===== src/rtl/generate_control_pkg.sv =====
// Shared game constants and the saturating interval-decrement helper,
// imported by the object generator and the level logic so both agree.
package generate_control_pkg;

    typedef logic [31:0] gtime_t;

    localparam gtime_t GC_INIT_TIME = 32'd50_000_000;
    localparam gtime_t GC_STEP      = 32'd5_000_000;
    localparam gtime_t GC_MIN_TIME  = 32'd10_000_000;

    // The floor+step sum is formed in 33 bits so a large floor or step can
    // neither wrap the comparison nor underflow the subtraction.
    function automatic gtime_t sat_dec(input gtime_t cur,
                                       input gtime_t step,
                                       input gtime_t floor_val);
        logic [32:0] w_lim;
        w_lim = {1'b0, floor_val} + {1'b0, step};
        if ({1'b0, cur} >= w_lim)
            return cur - step;
        else
            return floor_val;
    endfunction

endpackage


===== src/rtl/rise_detect.sv =====
// 0->1 edge detector: q_rise is high while d=1 and the previous sampled d was 0.
// Latency: combinational pulse against a one-cycle history; no backpressure.
// History register runs without reset so it tracks d through any reset.
module rise_detect (
    input  logic clk,
    input  logic d,
    output logic q_rise
);

    logic r_d_q;

    always_ff @(posedge clk) begin
        r_d_q <= d;
    end

    assign q_rise = d & ~r_d_q;

endmodule


===== src/rtl/generate_control.sv =====
// Object-generation interval: loads INIT_TIME on reset, steps down by STEP per level-up.
// Latency: gene_time updates on the edge the level-up is detected; no backpressure.
// Saturates at MIN_TIME; reset wins over a simultaneous level-up.
module generate_control
    import generate_control_pkg::*;
#(
    parameter gtime_t INIT_TIME = GC_INIT_TIME,
    parameter gtime_t STEP      = GC_STEP,
    parameter gtime_t MIN_TIME  = GC_MIN_TIME
) (
    input  logic        clk,
    input  logic        rst,
    input  logic        levelup,
    output logic [31:0] gene_time
);

    logic   w_rise;
    gtime_t r_gene_time;
    gtime_t w_next_time;

    rise_detect u_rise (
        .clk    (clk),
        .d      (levelup),
        .q_rise (w_rise)
    );

    assign w_next_time = sat_dec(r_gene_time, STEP, MIN_TIME);

    always_ff @(posedge clk) begin
        if (rst)
            r_gene_time <= INIT_TIME;
        else if (w_rise)
            r_gene_time <= w_next_time;
    end

    assign gene_time = r_gene_time;

    // Illegal parameter sets are only flagged, not handled in logic.
    always_ff @(posedge clk) begin
        assert ((MIN_TIME <= INIT_TIME) && (STEP != 32'd0))
            else $error("generate_control: need MIN_TIME <= INIT_TIME and STEP > 0");
    end

endmodule


===== config.mk =====
export PLATFORM = sky130hd
export DESIGN_NAME = generate_control
export DESIGN_NICKNAME = d
export VERILOG_FILES = /design/src/rtl/generate_control_pkg.sv /design/src/rtl/rise_detect.sv /design/src/rtl/generate_control.sv
export SDC_FILE = /design/constraint.sdc
export NUM_CORES = 1
export LEC_CHECK = 0
export CAP_MARGIN = 20
export CORE_MARGIN = 3
export CORE_UTILIZATION = 25
export DETAILED_ROUTE_END_ITERATION = 8
export GPL_ROUTABILITY_DRIVEN = 0
export SYNTH_ARGS = -nofsm -noshare
export SYNTH_HDL_FRONTEND = slang
export SYNTH_SLANG_ARGS = --single-unit
export TNS_END_PERCENT = 20

===== constraint.sdc =====
create_clock -name clk -period 4 [get_ports clk]
set_input_delay 0.6 -clock clk [delete_from_list [all_inputs] [get_ports clk]]
set_output_delay 0.6 -clock clk [all_outputs]
set_load 0.02 [all_outputs]

# ---- Word-level counts from Yosys, hierarchy flattened
# Index checks and enable logic that the tools add are counted.
dict set report word_totals {
  wordCells 7
  ff_bits 33
}
dict set report classes {
  bitwise 2
  n_addsub 1
  n_lt_le_gt_ge 1
  mux 1
}
# operator count
set ops {}
lappend ops {{$ge A32 B24 Y1 const B} 1}
lappend ops {{$mux W32} 1}
lappend ops {{$sub A32 B23 Y32 const B} 1}
lappend ops {{$and A1 B1 Y1} 1}
lappend ops {{$not A1 Y1} 1}

# ---- Depth between registers and ports, before layout
dict set report depth {
  ltp_word 2
  depth_mapped 7
}

# ---- Modules after synthesis
# A second synthesis with hierarchy kept.
dict set report unflattened {
  hier_cells 180
  hier_area_um2 1569.0
}
# mod area_per_inst_um2 cells_per_inst instances
set modules_own_cells {}
lappend modules_own_cells {generate_control 1535.2 178 1}
lappend modules_own_cells {rise_detect 33.8 2 1}

# ---- Worst setup path before layout
# Ideal clock, no wire load.
dict set report synth_path {
  kind {register -> register}
  startpoint {register r_gene_time[25], in the netlist gene_time[25]}
  endpoint {register r_gene_time[29], in the netlist gene_time[29]}
  path_slack_ns 1.951
  path_stages_with_launch 7
  arrival_ns 1.934
  setup_time_ns 0.115
  synth_period_minus_slack_ns 2.049
  cell_sequence {dfxtp_1 buf_6 or4_4 or4_4 o32ai_2 xnor2_1 nor2_2}
}
dict set report synth_via {
  elab_chain_len 2
}
# element line_no
set synth_lines {}
lappend synth_lines {{start, declared} generate_control.sv:18} ;# gtime_t r_gene_time;
lappend synth_lines {{start signal, assigned} generate_control.sv:33} ;# r_gene_time <= w_next_time;
lappend synth_lines {{$sub A32 B23 Y32 or $ge A32 B24 Y1 (tied branches)} {generate_control_pkg.sv:19, generate_control_pkg.sv:18}}
lappend synth_lines {{$mux W32 *} generate_control_pkg.sv:18} ;# if ({1'b0, cur} >= w_lim)
# Every way passes the cells marked *; elsewhere a longest branch is shown, timed or not.
# A chain may end at the register's enable or synchronous reset.

# ---- Final worst setup path
dict set report layout_path {
  startpoint {input levelup}
  endpoint {register r_gene_time[21], in the netlist gene_time[21]}
}
dict set report layout_via {
  elab_chain_len 1
}
# element line_no
set layout_lines {}
lappend layout_lines {{start, declared} generate_control.sv:13} ;# input logic levelup,
lappend layout_lines {{$and A1 B1 Y1} rise_detect.sv:16} ;# assign q_rise = d & ~r_d_q;
# No other way between the ends.

==> flow_summary.toml <==
[grt]
grt_first_pass_wirelength_um = 6070
grt_antenna_before_repair = 0
maximum_number_of_pins_on_one_net_before_global_route_repair = 20
global_route.overflow_total = 0
grt_util_met3_pct = 2.85
grt_usage_pct = 10.3
globalRouteMet1Util_pct = 15.1
use_met2_pct = 15.6
busiest_layer = "met2"
grt_pass1_vias = 1227

[routing]
post_route_drc_violation_count = 0
postRouteWirelength_um = 3840
vias_per_cell = 4.95
vias = 1380
ant_nets = 0
drt-pass1-iter-count = 4
wl_per_cell_um = 13.7
drt_first_iter_violations = 65

[worst_setup_path]
critical_path_launch_point_type = "primary input"
timing.critical_path.max_delay_family = "simple AND/OR/NAND/NOR gates"
timing.setup.critical_path_class = "primary input to flop"
critical_path_arrival_ps = 2790
cp_num_buf_inv = 1
end_kind = "flop"
critical_path.cell_chain = "clkdlybuf4s50_1, nand2b_1, or4_1, nor3_1, nand2_1, a21o_1"
critPathSlowestCell = "or4_1"
timing.critical_path.slowest_cell_delay_ps = 520
worstPathRequired_ps = 4170
path_max_fanout = 19

[synth]
yosysSeqAreaShare_pct = 34.9
post_synth_num_cell_types = 47
post_synth_instance_area_um2 = 1550
synth_area_per_cell_um2 = 8.46
ys_warn_count = 0
synth_async_sr_flop_share_pct = 0
synth_edf_count = 0
post_synth_inst_count = 183
synthFlopType = "dfxtp_1"
yosys_register_bits = 27

[layout]
diodes = 0
syn2layout_area_growth_pct = 21.4
drive_above_1_share_pct = 4.41
fill_cells = 652
nNetsFinal = 211
final_cell_mix = "28 x clkdlybuf4s50_1, 27 x dfxtp_1, 16 x nor2_1"
final_common_cell = "clkdlybuf4s50_1"

[worst_hold_path]
worst_hold_path_type = "flop to flop"

[timing]
tns_ps = 0
setup_viol = 0
timing.final.crit_period_ps = 2610
fmax_mhz = 383
rsz_0062_raised_after_global_routing = "false"
finalWorstSetupSlack_ps = 1390
timing.final.crit_share_pct = 65.3
report.final.slew_viol_count = 0
slew_hr_pct = 54.5
worst-slew-pin-transition_ps = 682
final_hold_vio_count = 0
skew_ps = 4.63

[die]
die_width_um = 84.7
floorplan.initialDensity_pct = 26.0
core.rowCount = 28
io_pins = 35
die_height_um = 84.7
coreArea_um2 = 5960
floorplan.die_area_um2 = 7180

[outcome]
result_of_the_run = "complete, no violations"

[pwr]
clock_power_share_pct = 28.1
finalPower_mw = 0.565
p_int_mw = 0.396
seq_pwr_share_pct = 53.3
switchingPower_mw = 0.169
power_density_nw_per_um2 = 300
power_switching_share_pct = 29.8
vdd.ir_drop.worst_v = 0.000181
combinational_power_share_pct = 18.6
p_leak_nw = 0.648

[cts]
cts_sinks = 27
cts.root.buffer_cell = "clkbuf_8"
total_setup_buffers_inserted_after_cts = 0
post_cts_hold_fix_bufs = 0
ctsHtreeMaxLevel = 1
ctsResizeCount = 0
cts.reportedPaths.clkPinSlew_ps = 90
max-clock-path-buffers = 2
tritoncts.num_buffers = 3
clk_latency_ps = 270
cts_tree = "done"

[place]
detailedPlace.worstSlack_ps = 1120
portBuffers = 28
hpwl_um = 2760

[flow_run]
number_of_max_cap_violations = 0
[flip-flops by register name (all words and copies together), names as in the netlist]
signal	flops
u_rise.r_d_q	1
gene_time	26
[power by group through the flow]
stage,clock network (mW),logic (mW),registers (mW)
6_report,0.159,0.105,0.301
5_1_grt,0.172,0.114,0.303
4_1_cts,0.164,0.106,0.300
3_5_place_dp,0,0.105,0.307
3_3_place_gp,0,0.105,0.307
2_1_floorplan,0,0.0639,0.315
[logic make-up after synthesis]
group,Yosys count,synth area share [%]
AOI/OAI and AO/OA,44,19.6
buffers and inverters,18,7.35
adders and majority gates,3,2.42
and+or+nand+nor,71,24.6
DFF,27,34.9
xor gates and xnor gates,18,10.2
muxes,1,0.646
other,1,0.242
[path summary, 6_finish.rpt]
check / startpoint / endpoint / slack [ps] / cells past startpoint
max reg2reg: u_rise.r_d_q / gene_time[21] / 1830 / 5
min reg2reg: gene_time[31] / gene_time[31] / 520 / 2
min: gene_time[31] / gene_time[31] / 520 / 2
max: levelup / gene_time[21] / 1390 / 6
[cell type report]
cell class / count / area, um2 / share of cell area, %
inverters: 2 / 7.51 / 0.399
repair buffers: 28 / 280 / 14.9
well taps: 75 / 93.8 / 4.99
clock buffers: 4 / 45.0 / 2.40
flip-flops and latches: 27 / 541 / 28.7
multi-input cells: 143 / 913 / 48.6
[layer usage]
metal | wire length [um] | vias to the layer above
met5 | 0 | -
met4 | 25 | 0
met3 | 203 | 2
met2 | 1640 | 38
met1 | 1970 | 658
li1 | - | 682
[synthesized netlist by cell type (all sizes together), types with 2 or more instances]
cell type  count  area (um2)
o31ai          2        15.0
clkbuf         5        20.0
or4            6        52.6
nand3          7        35.0
or3            6        37.5
a21oi          9        48.8
o2111ai        2        17.5
buf           11        86.3
a21o           7        53.8
inv            2        7.51
o211ai         4        30.0
ha             3        37.5
nor4           3        18.8
nor2          17        66.3
nand2b         3        18.8
xnor2          6        52.6
o21ai         11        55.1
nor3           7        35.0
xor2          12         105
dfxtp         27         541
nand2         13        48.8
o21a           2        15.0
[worst min-delay path, delay by kind of cell, from the launching register on]
| kind | cells | cell delay, ps |
|---|---|---|
| AO/OA/AOI/OAI | 2 | 130 |
| flip-flops | 1 | 350 |
[metrics by stage]
step                      hold slack, ps  utilization [%]  area, um2  instances
after floorplan                      556                -       1570        188
final                                516             31.6       1880        279
after global routing                 549             31.6       1880        279
after global placement               508             30.8       1840        275
after detailed placement             507             30.8       1840        275
after CTS                            520             31.6       1880        279
No activity file was read; power rests on OpenSTA's default activity.
